**src/rtl/if_pkg.sv**
```systemverilog
// Shared types and defaults for the instruction-fetch stage.
package if_pkg;

    localparam int IF_ADDR_W = 32;
    localparam int IF_DATA_W = 32;
    localparam logic [IF_DATA_W-1:0] IF_NOP_INSTR = 32'h0000_0000;

    typedef enum logic [1:0] {
        FETCH = 2'd0,
        WAIT  = 2'd1,
        KILL  = 2'd2
    } fetch_state_t;

    typedef struct packed {
        logic                 valid;
        logic [IF_ADDR_W-1:0] pc;
        logic [IF_ADDR_W-1:0] pc4;
        logic [IF_DATA_W-1:0] instr;
    } if_id_t;

endpackage

```
**src/rtl/if_fetch_stage_hold_buf.sv**
```systemverilog
// Single-entry {pc, instr} buffer that parks a fetched instruction while decode is stalled.
module if_hold_buf
    import if_pkg::*;
#(
    parameter int ADDR_W = IF_ADDR_W,
    parameter int DATA_W = IF_DATA_W
) (
    input  logic              clk,
    input  logic              rst_n,
    input  logic              load,
    input  logic              drain,
    input  logic              clear,
    input  logic [ADDR_W-1:0] load_pc,
    input  logic [DATA_W-1:0] load_instr,
    output logic              valid,
    output logic [ADDR_W-1:0] pc,
    output logic [DATA_W-1:0] instr
);

    always_ff @(posedge clk or negedge rst_n) begin
        if (!rst_n) begin
            valid <= 1'b0;
            pc    <= '0;
            instr <= '0;
        end else if (clear) begin
            valid <= 1'b0;
        end else if (load) begin
            valid <= 1'b1;
            pc    <= load_pc;
            instr <= load_instr;
        end else if (drain) begin
            valid <= 1'b0;
        end
    end

endmodule

```
**src/rtl/if_fetch_stage.sv**
```systemverilog
// Instruction-fetch stage: PC/request FSM for a one-outstanding imem, plus the IF/ID register.
module if_fetch_stage
    import if_pkg::*;
#(
    parameter int                ADDR_W    = IF_ADDR_W,
    parameter int                DATA_W    = IF_DATA_W,
    parameter logic [ADDR_W-1:0] RESET_PC  = '0,
    parameter logic [DATA_W-1:0] NOP_INSTR = IF_NOP_INSTR
) (
    input  logic              clk,
    input  logic              rst_n,
    input  logic              data_hazard,
    input  logic              if_flush,
    input  logic [ADDR_W-1:0] redirect_pc,
    output logic              imem_req,
    output logic [ADDR_W-1:0] imem_addr,
    input  logic              imem_ack,
    input  logic [DATA_W-1:0] imem_rdata,
    output logic              if_id_valid,
    output logic [ADDR_W-1:0] if_id_pc,
    output logic [ADDR_W-1:0] if_id_pc4,
    output logic [DATA_W-1:0] if_id_instr
);

    fetch_state_t      state;
    logic [ADDR_W-1:0] pc;
    logic [ADDR_W-1:0] req_pc;
    logic              hold_valid;
    logic [ADDR_W-1:0] hold_pc;
    logic [DATA_W-1:0] hold_instr;
    logic              resp_live;
    logic              hold_load;
    logic              hold_drain;
    logic              issue;

    // A response that lands during a stall is parked, and fetching pauses until it drains.
    always_comb begin
        resp_live  = (state == WAIT) && imem_ack && !if_flush;
        hold_load  = resp_live && !data_hazard;
        hold_drain = data_hazard && hold_valid && !if_flush;
        issue      = ((state == FETCH) || ((state == WAIT) && imem_ack))
                     && !hold_valid && !if_flush && !hold_load;
    end

    if_hold_buf #(
        .ADDR_W (ADDR_W),
        .DATA_W (DATA_W)
    ) u_hold (
        .clk        (clk),
        .rst_n      (rst_n),
        .load       (hold_load),
        .drain      (hold_drain),
        .clear      (if_flush),
        .load_pc    (req_pc),
        .load_instr (imem_rdata),
        .valid      (hold_valid),
        .pc         (hold_pc),
        .instr      (hold_instr)
    );

    always_ff @(posedge clk or negedge rst_n) begin
        if (!rst_n) begin
            state     <= FETCH;
            pc        <= RESET_PC;
            req_pc    <= '0;
            imem_req  <= 1'b0;
            imem_addr <= '0;
        end else begin
            imem_req <= issue;
            if (issue) begin
                imem_addr <= pc;
            end
            if (if_flush) begin
                pc <= redirect_pc;
                // An in-flight request without its ack must still be absorbed in KILL.
                case (state)
                    WAIT:    state <= imem_ack ? FETCH : KILL;
                    KILL:    state <= imem_ack ? FETCH : KILL;
                    default: state <= FETCH;
                endcase
            end else if (issue) begin
                pc     <= pc + ADDR_W'(4);
                req_pc <= pc;
                state  <= WAIT;
            end else if ((state != FETCH) && imem_ack) begin
                state <= FETCH;
            end
        end
    end

    always_ff @(posedge clk or negedge rst_n) begin
        if (!rst_n) begin
            if_id_valid <= 1'b0;
            if_id_pc    <= '0;
            if_id_pc4   <= '0;
            if_id_instr <= NOP_INSTR;
        end else if (if_flush) begin
            if_id_valid <= 1'b0;
            if_id_instr <= NOP_INSTR;
        end else if (data_hazard) begin
            if (hold_valid) begin
                if_id_valid <= 1'b1;
                if_id_pc    <= hold_pc;
                if_id_pc4   <= hold_pc + ADDR_W'(4);
                if_id_instr <= hold_instr;
            end else if (resp_live) begin
                if_id_valid <= 1'b1;
                if_id_pc    <= req_pc;
                if_id_pc4   <= req_pc + ADDR_W'(4);
                if_id_instr <= imem_rdata;
            end else begin
                if_id_valid <= 1'b0;
                if_id_instr <= NOP_INSTR;
            end
        end
    end

endmodule

```
**config.mk**
```make
export PLATFORM = sky130hd
export DESIGN_NAME = if_fetch_stage
export DESIGN_NICKNAME = d
export VERILOG_FILES = /design/src/rtl/if_pkg.sv /design/src/rtl/if_fetch_stage_hold_buf.sv /design/src/rtl/if_fetch_stage.sv
export SDC_FILE = /design/constraint.sdc
export NUM_CORES = 1
export LEC_CHECK = 0
export ABC_CLOCK_PERIOD_IN_PS = 2800
export BUFFER_PORTS_ARGS = -buffer_cell sky130_fd_sc_hd__buf_4
export CORE_MARGIN = 2
export CORE_UTILIZATION = 45
export CTS_CLUSTER_DIAMETER = 150
export CTS_CLUSTER_SIZE = 12
export DETAILED_ROUTE_END_ITERATION = 8
export GPL_TIMING_DRIVEN = 1
export PLACE_DENSITY = 0.72
export SLEW_MARGIN = 0
export SYNTH_ARGS = -nofsm -noshare
export SYNTH_HDL_FRONTEND = slang
export SYNTH_SLANG_ARGS = --single-unit
```
**constraint.sdc**
```tcl
create_clock -name clk -period 2.8 [get_ports clk]
set_input_delay 0.28 -clock clk [delete_from_list [all_inputs] [get_ports clk]]
set_output_delay 0.28 -clock clk [all_outputs]
set_load 0.05 [all_outputs]
```
==> impl.org, run 1 <==
** Finish
- Area growth from synthesis to final layout :: 23.44%
- The number of antenna diodes in the final layout is 0.
- Count of fill cells added during filler insertion :: 2193
- Final non-filler cell area :: 14580 um2
- At the end of the flow, the number of nets in the layout was 1414.
- Cells with a size suffix above 1 make up 25.35% of the layout.

** Logic synthesis
- Number of synthesized register bits :: 259
- Mean cell area of the mapped netlist :: 10.39 um2
- Counting every net in the synthesized netlist gives 1210.
- The synthesized netlist contains 70 unique library cells.
- The top cell type by area accounts for 54.88% of the synthesized area.
- Warnings from Yosys :: 0
- By area the synthesized netlist is led by sky130_fd_sc_hd__dfrtp_1, sky130_fd_sc_hd__nand2_1, sky130_fd_sc_hd__mux2_2.
- Synthesis produced 1137 cells.
- In the synthesized netlist the dominant register cell turns out to be sky130_fd_sc_hd__dfrtp_1.
- Post-synth top area cell :: sky130_fd_sc_hd__dfrtp_1
- For this run, the register share of the synthesized area comes to 54.88%.
- Fraction of registers with async set/reset :: 100.0%
- Yosys mapped a number of flops with a built-in enable equal to 0.
- Synthesized area :: 11810 um2

** Worst setup path
- Critical path launch point type :: flop
- Data required time of the critical path :: 3.19 ns
- In this run the worst path has a maximum fanout of 15.
- Worst Setup End Kind :: flop
- Together, buffers and inverters on the worst path number 1.
- Largest delay share family, worst path :: simple AND/OR/NAND/NOR gates
- In this run the critical register-to-register path is captured at pc[5].
- Worst R2R Start :: state[0]
- R2R cell count :: 7
- STA puts the critical path data arrival time at 2.95 ns.
- Crit Path Class :: flop to flop
- In this design, the stage delay of the slowest critical-path cell is 0.93 ns.
- Cell breakdown of the critical path :: ha_1, and3_1, o21ai_4, inv_2, nor2_1, o21ai_0, o311ai_0
- For flop-to-flop paths, the worst setup slack is 0.24 ns.
- Among all stages on the critical path, the largest delay is contributed by sky130_fd_sc_hd__nor2_1.

** Global routing
- The number of global-route vias before repair was 9157.
- Antenna violations before repair :: 0
- Pin count of the biggest net entering global routing :: 90
- Across every metal layer, demand over resource in global routing totals 21.73%.
- The first global-routing pass estimated 49400 um of wire.
- Summed over all layers, the global routing overflow is 0.

** Die
- The total area inside the core boundary comes to 25910 um2.
- Floorplan die height :: 166.0 um
- DIE WIDTH :: 166.0 um
- DIE AREA :: 27550 um2
- In this run the count of I/O pins placed on the die edge is 199.
- Initial cell density of the core :: 45.57%
- Cell Rows :: 59

** Routing
- In the routed layout, each cell is associated on average with a via count of 5.653.
- After detailed routing, the average wire length per cell comes to 18.19 um.
- Total wirelength of the detailed-routed design :: 30490 um
- DRC violation count after routing :: 0
- Number of DRC violations after detailed-routing iteration 0 :: 993
- Vias after detailed routing :: 9475
- Drt first pass iters :: 5
- Post-DRT Antenna Nets :: 0

** Hold path
- The tightest min-delay check is of the input port to flop type.
- The worst hold path begins at imem_rdata[27].
- Min-Delay Path Depth :: 2
- For hold timing, the worst endpoint is u_hold.instr[27].

** STA
- The final hold violation count was 0.
- Summed over all failing endpoints, the final setup total negative slack is 0 ns.
- Subtracting the final worst setup slack from the clock period gives 2.564 ns.
- For the pin with the worst max-slew slack, the measured transition is 1.249 ns.
- The number of slew-limit violations in the final report came to 0.
- Setup violations remaining at the end of the flow were counted as 0.
- In this run the tightest slew margin relative to its limit is 16.41%.
- Setup repair after global routing left no endpoint under its margin.
- Setup Skew :: 0.01734 ns
- Static timing analysis puts the maximum clock frequency at 0.3900 GHz.
- Part of the cycle the worst path needs :: 91.57%

** Placement
- Total placed instance area :: 13630 um2
- Routability-driven placement finished with a final weighted congestion of 0.8575.
- In this run the tool buffered the top-level ports with 198 buffer cells.
- Post-DP HPWL :: 21160 um

** Pwr
- Power spread over the standard cell area amounts to 1076 nW/um2.
- VDD sags by at most 0.0008381 V.
- Total power after layout :: 15.69 mW
- In this run the static leakage power is 6.773 nW.

** Clock tree
- In this run the post-CTS setup repair buffer count came out at 0.
- Cts bufs inserted :: 25
- No sink is reached through more buffers than the 3 on the longest clock path.
- Clock Latency Late Sink :: 0.52 ns
- Clock tree from TritonCTS :: yes
- After clock tree synthesis, the clock-pin slew on the worst setup and hold paths is 0.06 ns.
- The tree built by TritonCTS fans out to 259 sinks.
- Clock tree synthesis selected as its root buffer the cell sky130_fd_sc_hd__clkbuf_16.
- H-tree depth reported by CTS :: 1

** Flow run
- The tool flagged a number of max-cap violations equal to 0.

** Status
- Result of the run :: finished, final reports clean
-- worst register-to-register path, cell delays in order, from the launching register on --
cell and delay (ns):
sky130_fd_sc_hd__dfrtp_1 0.40, sky130_fd_sc_hd__ha_1 0.25, sky130_fd_sc_hd__and3_1 0.22, sky130_fd_sc_hd__o21ai_4 0.16, sky130_fd_sc_hd__inv_2 0.07, sky130_fd_sc_hd__nor2_1 0.93
sky130_fd_sc_hd__o21ai_0 0.23, sky130_fd_sc_hd__o311ai_0 0.17
-- flip-flops by register name, indices dropped and copies added (netlist names) --
signal / flops
u_hold.pc: 32
req_pc: 32
state: 2
if_id_instr: 32
imem_req: 1
u_hold.valid: 1
pc: 32
if_id_valid: 1
u_hold.instr: 32
if_id_pc4: 30
imem_addr: 32
if_id_pc: 32
-- how the worst max path moves through the flow --
stage | startpoint | to | slack [ns] | cells past startpoint
after floorplan | u_hold.valid | if_id_pc4[30] | 0.35 | 11
after global placement | u_hold.valid | if_id_pc4[30] | 0.42 | 7
after detailed placement | u_hold.valid | pc[5] | 0.26 | 6
after CTS | state[0] | pc[5] | 0.24 | 7
after global routing | u_hold.valid | pc[5] | 0.07 | 6
final | state[0] | pc[5] | 0.24 | 7
-- area by class of cell --
class                      instances  area [um2]  area share (%)
sequential                       259        6485           44.49
multi-input combinational        799        4987           34.21
timing repair buffer             247        2014           13.82
clock buffer                      26       629.4           4.318
tap                              335       419.2           2.876
inverter                           9       33.78          0.2318
clock inverter                     1       7.507         0.05150
-- where the power goes --
group | leakage [nW] | internal [mW] | switching [mW]
sequential | 3.28 | 5.13 | 1.24
combinational | 3.18 | 2.16 | 4.24
clock | 0.309 | 1.57 | 1.34
total | 6.77 | 8.87 | 6.82
-- layout by cell type, fill, tap and decap left out, drive strengths merged, types with 4 or more instances in the layout --
cell type,count
nor2,58
mux2,73
or3,4
a21o,9
a22oi,41
nand2,282
nand4b,4
o211ai,8
ha,4
dlygate4sd3,31
nor3,14
o311ai,13
mux2i,24
clkbuf,26
and2,4
nand4,20
o31ai,4
inv,9
a211oi,34
or4,10
a221o,10
o21ai,59
a21oi,8
and3,5
xor2,5
dfrtp,259
buf,216
nand2b,4
nor4,5
nand3b,11
xnor2,15
nand3,44
-- logic make-up (layout without fill, tap and decap cells) --
kind of cell | count (synthesis) | count (layout) | share of synthesized area, %
AO/OA/AOI/OAI | 203 | 203 | 12.57
XOR/XNOR | 20 | 20 | 1.483
adder cells (fa/ha/maj) | 4 | 4 | 0.4238
buffers and inverters | 79 | 283 | 3.073
flip-flops | 259 | 259 | 54.88
multiplexers | 97 | 97 | 8.996
AND/OR/NAND/NOR | 475 | 475 | 18.57
-- per-stage QoR --
| stage | hold WS, ns | cells | worst slack (ns) | utilization [%] |
|---|---|---|---|---|
| after global placement | 0.3365 | 1618 | 0.4237 | 52.60 |
| after detailed placement | 0.3354 | 1618 | 0.2626 | 52.60 |
| final | 0.01410 | 1676 | 0.2360 | 56.26 |
| after floorplan | -0.01559 | 1137 | 0.3477 | - |
| after global routing | 0.001396 | 1676 | 0.07074 | 56.26 |
| after CTS | 0.0001016 | 1676 | 0.2373 | 56.26 |
-- timing repair --
| item | in CTS | in global routing |
|---|---|---|
| endpoints found under the setup margin | 0 | 0 |
| hold buffers | 31 | 0 |
| gates resized for setup | 0 | 0 |
| hold endpoints to repair | 116 | 0 |
-- cell usage after synthesis (3+ instances only) --
| cell | n |
|---|---|
| sky130_fd_sc_hd__nand2_1 | 282 |
| sky130_fd_sc_hd__dfrtp_1 | 259 |
| sky130_fd_sc_hd__mux2_2 | 73 |
| sky130_fd_sc_hd__nor2_1 | 58 |
| sky130_fd_sc_hd__o21ai_0 | 58 |
| sky130_fd_sc_hd__nand3_1 | 43 |
| sky130_fd_sc_hd__a22oi_1 | 38 |
| sky130_fd_sc_hd__a211oi_1 | 33 |
| sky130_fd_sc_hd__clkbuf_1 | 33 |
| sky130_fd_sc_hd__mux2i_1 | 24 |
| sky130_fd_sc_hd__buf_2 | 23 |
| sky130_fd_sc_hd__nand4_1 | 18 |
| sky130_fd_sc_hd__xnor2_1 | 15 |
| sky130_fd_sc_hd__o311ai_0 | 13 |
| sky130_fd_sc_hd__nor3_1 | 11 |
| sky130_fd_sc_hd__a221o_1 | 10 |
| sky130_fd_sc_hd__or4_1 | 10 |
| sky130_fd_sc_hd__a21o_1 | 9 |
| sky130_fd_sc_hd__nand3b_1 | 9 |
| sky130_fd_sc_hd__inv_1 | 8 |
| sky130_fd_sc_hd__o211ai_1 | 8 |
| sky130_fd_sc_hd__a21oi_1 | 7 |
| sky130_fd_sc_hd__buf_1 | 7 |
| sky130_fd_sc_hd__and3_1 | 5 |
| sky130_fd_sc_hd__nor4_1 | 5 |
| sky130_fd_sc_hd__xor2_1 | 5 |
| sky130_fd_sc_hd__buf_4 | 4 |
| sky130_fd_sc_hd__ha_1 | 4 |
| sky130_fd_sc_hd__o31ai_1 | 4 |
| sky130_fd_sc_hd__or3_1 | 4 |
| sky130_fd_sc_hd__and4_1 | 3 |
| sky130_fd_sc_hd__buf_6 | 3 |
| sky130_fd_sc_hd__nand2b_1 | 3 |
| sky130_fd_sc_hd__nand4b_1 | 3 |
-- metal layers --
metal	GRT usage [%]	up-vias	routed length, um
li1	-	4437	-
met5	0	-	0
met2	32.60	357	13440
met4	7.070	0	907
met1	32.67	4622	14190
met3	3.098	59	1946
(Power assumes the default switching activity.)
==> run 2, diff against run 1 <==
- CORE_ASPECT_RATIO: unset -> 1.4
==> impl.org, run 2 (same netlist as run 1, synthesis figures left out) <==
** Status
- Result of the run :: finished, final reports clean

** Global routing
- Vias in the first global route :: 9325 (+1.8%)
- Antenna violations before repair :: 2 (+2)
- Total track usage :: 21.88% (+0.14 points)
- The pin count of the biggest net entering global routing came to 91 (+1.1%).
- The total grt overflow came to 0 (unchanged).
- Wire length of the first global-routing pass :: 49190 um (-0.42%)

** Worst setup path
- Data arrival time of the critical path :: 2.88 ns (-0.07 ns)
- STA classifies the critical path endpoint as a flop.
- Data required time of the critical path :: 3.25 ns (+0.06 ns)
- Critical path launch point type :: flop
- Maximum net fanout on the critical path :: 37 (+22)
- By startpoint and endpoint, the worst setup path is classified as flop to flop.

** STA
- The final number of setup-violating endpoints was 0 (unchanged).
- The highest clock frequency the design can meet was 0.4112 GHz (+5.4%).
- Max Slew Vio Count :: 0 (unchanged)
- Final Critical Period :: 2.432 ns (-0.1319 ns)
- The setup clock skew after layout is 0.01105 ns (-0.006290 ns).
- Number of hold violations in the final report :: 0 (unchanged)
- Part of the cycle the worst path needs :: 86.86% (-4.7 points)
- Least-Margin Pin Slew :: 0.6634 ns (-0.5858 ns)
- Unrepaired setup endpoints after global routing :: no
- The worst relative slew slack was 55.61% (+39 points).
- Hold slack :: 0.01259 ns (-0.001516 ns)
- Total Neg Setup Slack :: 0 ns (unchanged)

** Die
- The width of the chip is 140.9 um (-15%).
- The total I/O pin count was 199 (unchanged).
- Initial cell density of the core :: 45.55% (about the same)
- The height of the chip was 195.7 um (+18%).
- Core area :: 25920 um2 (about the same)
- The number of core rows came to 70 (+19%).
- DIE AREA :: 27570 um2 (about the same)

** Pwr
- Maximum vdd drop :: 0.0005766 V (-31%)
- The total power consumption of the routed design was 15.61 mW (-0.53%).
- The switching share of total power was 43.12% (-0.35 points).
- Power per Cell Area :: 1067 nW/um2 (-0.88%)
- Combinational share of power :: 41.0% (+0.2 points)
- Part of the power in the clock network :: 18.4% (about the same)
- Sequential cell fraction of total power :: 40.6% (about the same)
- The switching power is 6.730 mW (-1.3%).
- The internal power consumption came to 8.876 mW (about the same).
- P_leak :: 6.805 nW (+0.47%)

** Routing
- The post-detailed-route count of antenna-violating nets was 0 (unchanged).
- DRC violation count after routing :: 0 (unchanged)
- The starting DRC count in detailed routing was 753 (-24%).
- The average via count per standard cell is 5.657 (about the same).
- Wire length per cell :: 18.15 um (-0.20%)
- Drt first pass iters :: 5 (unchanged)
- Total wirelength of the detailed-routed design :: 30430 um (-0.20%)
- Vias after detailed routing :: 9481 (+0.063%)

** Finish
- Most used cells in the layout excluding fill and tap cells :: sky130_fd_sc_hd__nand2_1, sky130_fd_sc_hd__dfrtp_1, sky130_fd_sc_hd__buf_4
- The fraction of final layout cells with drive strength greater than 1 came to 25.33% (about the same).
- Area growth from synthesis to final layout :: 23.87%
- Most common cell after layout, fill and taps aside :: sky130_fd_sc_hd__nand2_1
- The final-stage net count is 1423 (+0.64%).

** Clock tree
- Clk pin slew, worst setup/hold paths :: 0.06 ns (about the same)
- CTS placed an instance of sky130_fd_sc_hd__clkbuf_16 at the clock tree root.
- The H-tree depth is 1 (unchanged).
- The maximum buffer depth of the clock tree is 3 (unchanged).
- Clock tree from TritonCTS :: yes
- The number of buffers created by CTS came to 25 (unchanged).
- The clock net sink count came to 259 (unchanged).
- The clock latency of the later-clocked register in the worst-skew pair was 0.51 ns (about the same).

** Flow run
- Max Cap Viol :: 0 (unchanged)

** Placement
- # port buffers :: 198 (unchanged)
- Post-DP HPWL :: 21070 um (-0.44%)
- Final estimated routing congestion in global placement :: 0.8715 (+1.6%)

** Hold path
- Type of the worst min-delay path :: input port to flop
-- run 2: stage by stage --
step | instance area (um2) | std cells | worst slack (ns) | util [%]
floorplan | 11810 | 1137 | 0.3477 | -
global placement | 13610 | 1609 | 0.4661 | 52.48
detailed placement | 13610 | 1609 | 0.3697 | 52.48
CTS | 14620 | 1674 | 0.3751 | 56.40
global route | 14630 | 1676 | 0.2078 | 56.42
finish | 14630 | 1676 | 0.3679 | 56.42
-- run 2: final timing paths --
kind                                 start             to  slack [ns]  cells past startpoint
setup / recovery              u_hold.valid  if_id_pc4[30]        0.37                      7
hold / removal             redirect_pc[15]         pc[15]        0.01                      2
setup reg to reg              u_hold.valid  if_id_pc4[30]        0.37                      7
hold reg to reg              imem_addr[19]  imem_addr[19]        0.47                      2
max in group asynchronous            rst_n   if_id_pc4[3]        1.66                      3
min in group asynchronous            rst_n  imem_addr[15]        0.29                      2
-- run 2: worst max-delay path, cell delays in order (launching register included) --
cell                      delay [ns]
sky130_fd_sc_hd__dfrtp_4        0.66
sky130_fd_sc_hd__mux2_2         0.32
sky130_fd_sc_hd__ha_1           0.14
sky130_fd_sc_hd__inv_1          0.08
sky130_fd_sc_hd__a21oi_2        0.25
sky130_fd_sc_hd__nand3_2        0.25
sky130_fd_sc_hd__or4_1          0.56
sky130_fd_sc_hd__nand4_1        0.10
-- run 2: cell type report --
type,count,area [um2]
Clock buffer,26,629.4
Fill cell,2241,11300
Inverter,9,33.78
Timing Repair Buffer,256,2074
Clock inverter,1,7.507
Antenna cell,2,5.005
Tap cell,324,405.4
Multi-Input combinational cell,799,4987
Sequential cell,259,6485
-- run 2: power by group through the flow --
stage          logic, mW  registers [mW]  clock network (mW)
2_1_floorplan       2.40            8.19                   0
3_3_place_gp        6.26            6.32                   0
3_5_place_dp        6.38            6.38                   0
4_1_cts             6.45            6.32                2.95
5_1_grt             6.89            6.54                3.08
6_report            6.40            6.33                2.88
-- run 2: repair_timing --
item,in CTS,in global routing
endpoints found under the hold margin,89,0
hold buffers,38,0
resized for setup,0,0
setup buffers,0,0
-- run 2: metal layers --
layer / vias to the layer above / share of wire, % / global-route usage (%)
li1: 4450 / - / -
met1: 4659 / 44 / 30.33
met2: 302 / 47 / 35.59
met3: 70 / 4.9 / 2.490
met4: 0 / 3.9 / 8.370
met5: - / 0 / 0
==> run 3, diff against run 2 <==
- MAX_ROUTING_LAYER: unset -> met4
==> impl.org, run 3 (same netlist as run 1, synthesis figures left out) <==
** Worst setup path
- Max incr delay on CP :: 0.76 ns (+0.10 ns)
- The setup path with the least slack is of type flop to flop.
- Cell breakdown of the critical path :: mux2_2, ha_1, inv_1, a21oi_2, nand3_2, or4_1, nand4_1
- Critical-path cell with the highest stage delay :: sky130_fd_sc_hd__dfrtp_4
- Data required time of the critical path :: 3.26 ns (about the same)
- The signal arrival time at the worst endpoint came to 2.94 ns (+0.06 ns).
- The largest driver fanout on the critical path was 46 (+24%).
- Worst Setup End Kind :: flop
- STA classifies the critical path startpoint as a flop.

** Routing
- Vias after detailed routing :: 9526 (+0.47%)
- The total length of routed wires is 30420 um (about the same).
- The average via count per standard cell was 5.623 (-0.59%).
- DRC violation count after routing :: 0 (unchanged)
- Post-DRT Antenna Nets :: 0 (unchanged)
- The routed length per instance is 17.96 um (-1.1%).
- The starting DRC count in detailed routing is 629 (-16%).
- The first-pass detailed-route iteration total was 5 (unchanged).

** STA
- Max Slew Vio Count :: 0 (unchanged)
- Setup Skew :: 0.01897 ns (+0.007927 ns)
- The post-layout minimum cycle time was 2.481 ns (+0.04879 ns).
- Total Neg Setup Slack :: 0 ns (unchanged)
- The highest clock frequency the design can meet is 0.4031 GHz (-2.0%).
- The hold slack was 0.01610 ns (+0.003517 ns).
- Number of hold violations in the final report :: 0 (unchanged)
- The measured slew at the worst slew-check pin came to 0.6927 ns (+0.02933 ns).
- The worst relative slew slack was 53.65% (-2.0 points).
- Setup violations, final :: 0 (unchanged)
- Worst Slack Setup Final :: 0.3191 ns (-0.04879 ns)
- Setup repair after global routing left no endpoint under its margin.
- Part of the cycle the worst path needs :: 88.60% (+1.7 points)

** Clock tree
- The maximum buffer depth of the clock tree was 3 (unchanged).
- H-tree depth reported by CTS :: 1 (unchanged)
- The clock edge transition at the registers on the reported setup and hold paths is 0.06 ns (about the same).
- The count of hold-fix buffers inserted at cts came to 54 (+42%).
- Clock tree root driver cell :: sky130_fd_sc_hd__clkbuf_16
- Clock Latency Late Sink :: 0.52 ns (about the same)
- Clock tree from TritonCTS :: yes
- Cts bufs inserted :: 25 (unchanged)
- The clock net sink count was 259 (unchanged).
- The setup fix buffers added after clock tree synthesis was 0 (unchanged).
- The post-cts sizing count is 0 (unchanged).

** Die
- The area of the die came to 27570 um2 (unchanged).
- Initial cell density of the core :: 45.55% (unchanged)
- The width of the chip is 140.9 um (unchanged).
- Floorplan die height :: 195.7 um (unchanged)
- The total I/O pin count came to 199 (unchanged).
- Core area :: 25920 um2 (unchanged)
- Cell Rows :: 70 (unchanged)

** Global routing
- Total track usage :: 22.43% (+0.56 points)
- The initial antenna violation count came to 2 (unchanged).
- The wire length of the first global-routing pass is 48890 um (-0.60%).
- The number of global-route vias before repair was 9305 (-0.21%).
- The pin count of the biggest net entering global routing was 84 (-7.7%).
- The total grt overflow came to 0 (unchanged).

** Placement
- Final estimated routing congestion in global placement :: 0.8897 (+2.1%)
- # port buffers :: 198 (unchanged)
- Post-DP HPWL :: 21030 um (-0.21%)
- The standard cell area after detailed placement was 13600 um2 (about the same).
- Placed instance count :: 1610 (+0.062%)
- The pre-CTS setup slack came to 0.3457 ns (-0.02395 ns).

** Finish
- From synthesis to final layout, the design area changed by 25.26%.
- Leaving out fill and tap cells, the most frequent cell in the layout is sky130_fd_sc_hd__nand2_1.
- Final non-filler cell area :: 14790 um2 (+1.1%)
- The filler-free cell count of the finished design came to 1694 (+1.1%).
- Total area of multi-input combinational cells :: 4987 um2 (unchanged)
- Final nets :: 1440 (+1.2%)
- Count of fill cells added during filler insertion :: 2231 (-0.45%)
- The final core area utilization came to 57.06% (+0.63 points).
- The fraction of final layout cells with drive strength greater than 1 was 25.15% (-0.19 points).
- The top cell types in the final layout, fill and taps aside, are sky130_fd_sc_hd__nand2_1, sky130_fd_sc_hd__dfrtp_1, sky130_fd_sc_hd__buf_4.
- Total area of sequential cells :: 6485 um2 (unchanged)

** Status
- Result of the run :: finished, final reports clean

** Pwr
- The leakage power figure is 6.878 nW (+1.1%).
- Maximum vdd drop :: 0.0005796 V (+0.54%)
- Total power after layout :: 15.65 mW (+0.25%)
- Power per Cell Area :: 1058 nW/um2 (-0.86%)

** Hold path
- The path class of the tightest hold or removal check is input port to flop.

** Flow run
- The max-capacitance violation count was 0 (unchanged).
==> run 3: cell count changes in the layout (fill, tap and decap cells not counted) <==
cell	before	now
sky130_fd_sc_hd__buf_12	4	3
sky130_fd_sc_hd__buf_4	213	215
sky130_fd_sc_hd__dlygate4sd3_1	38	54
sky130_fd_sc_hd__inv_6	0	1
==> run 3: layer usage <==
metal | GRT usage, % | vias up | part of all wire (%)
met5 | - | - | 0
met4 | 10.00 | 0 | 4.7
met3 | 2.538 | 82 | 4.9
met2 | 34.40 | 312 | 47
met1 | 30.35 | 4657 | 44
li1 | - | 4475 | -
==> run 3: path summary, 6_finish.rpt <==
kind                                  from  slack (ns)       endpoint  cells after the start
setup / recovery              u_hold.valid        0.32  if_id_pc4[30]                      7
hold / removal             redirect_pc[22]        0.02         pc[22]                      3
setup reg to reg              u_hold.valid        0.32  if_id_pc4[30]                      7
hold reg to reg               if_id_pc4[2]        0.47   if_id_pc4[2]                      1
max in group asynchronous            rst_n        1.52     req_pc[17]                      3
min in group asynchronous            rst_n        0.33  imem_addr[14]                      2
==> run 3: final cells by class <==
cell class                      instances  area share, %
Antenna cell                            2        0.03384
Clock buffer                           26          4.255
Clock inverter                          2         0.1100
Inverter                                9         0.2284
Multi-Input combinational cell        799          33.72
Sequential cell                       259          43.84
Tap cell                              324          2.741
Timing Repair Buffer                  273          15.07
==> run 3: critical path: cells and delay by family (launching register included) <==
kind                       cells  cell delay (ns)
AOI/OAI and AO/OA              1             0.23
adders and majority gates      1             0.14
buffers and inverters          1             0.08
DFF                            1             0.76
muxes                          1             0.27
and+or+nand+nor                3             0.92
==> run 3: report_power, final <==
part	internal [mW]	switching, mW
clock network	1.58	1.33
registers	5.13	1.22
logic	2.17	4.21
total	8.89	6.76
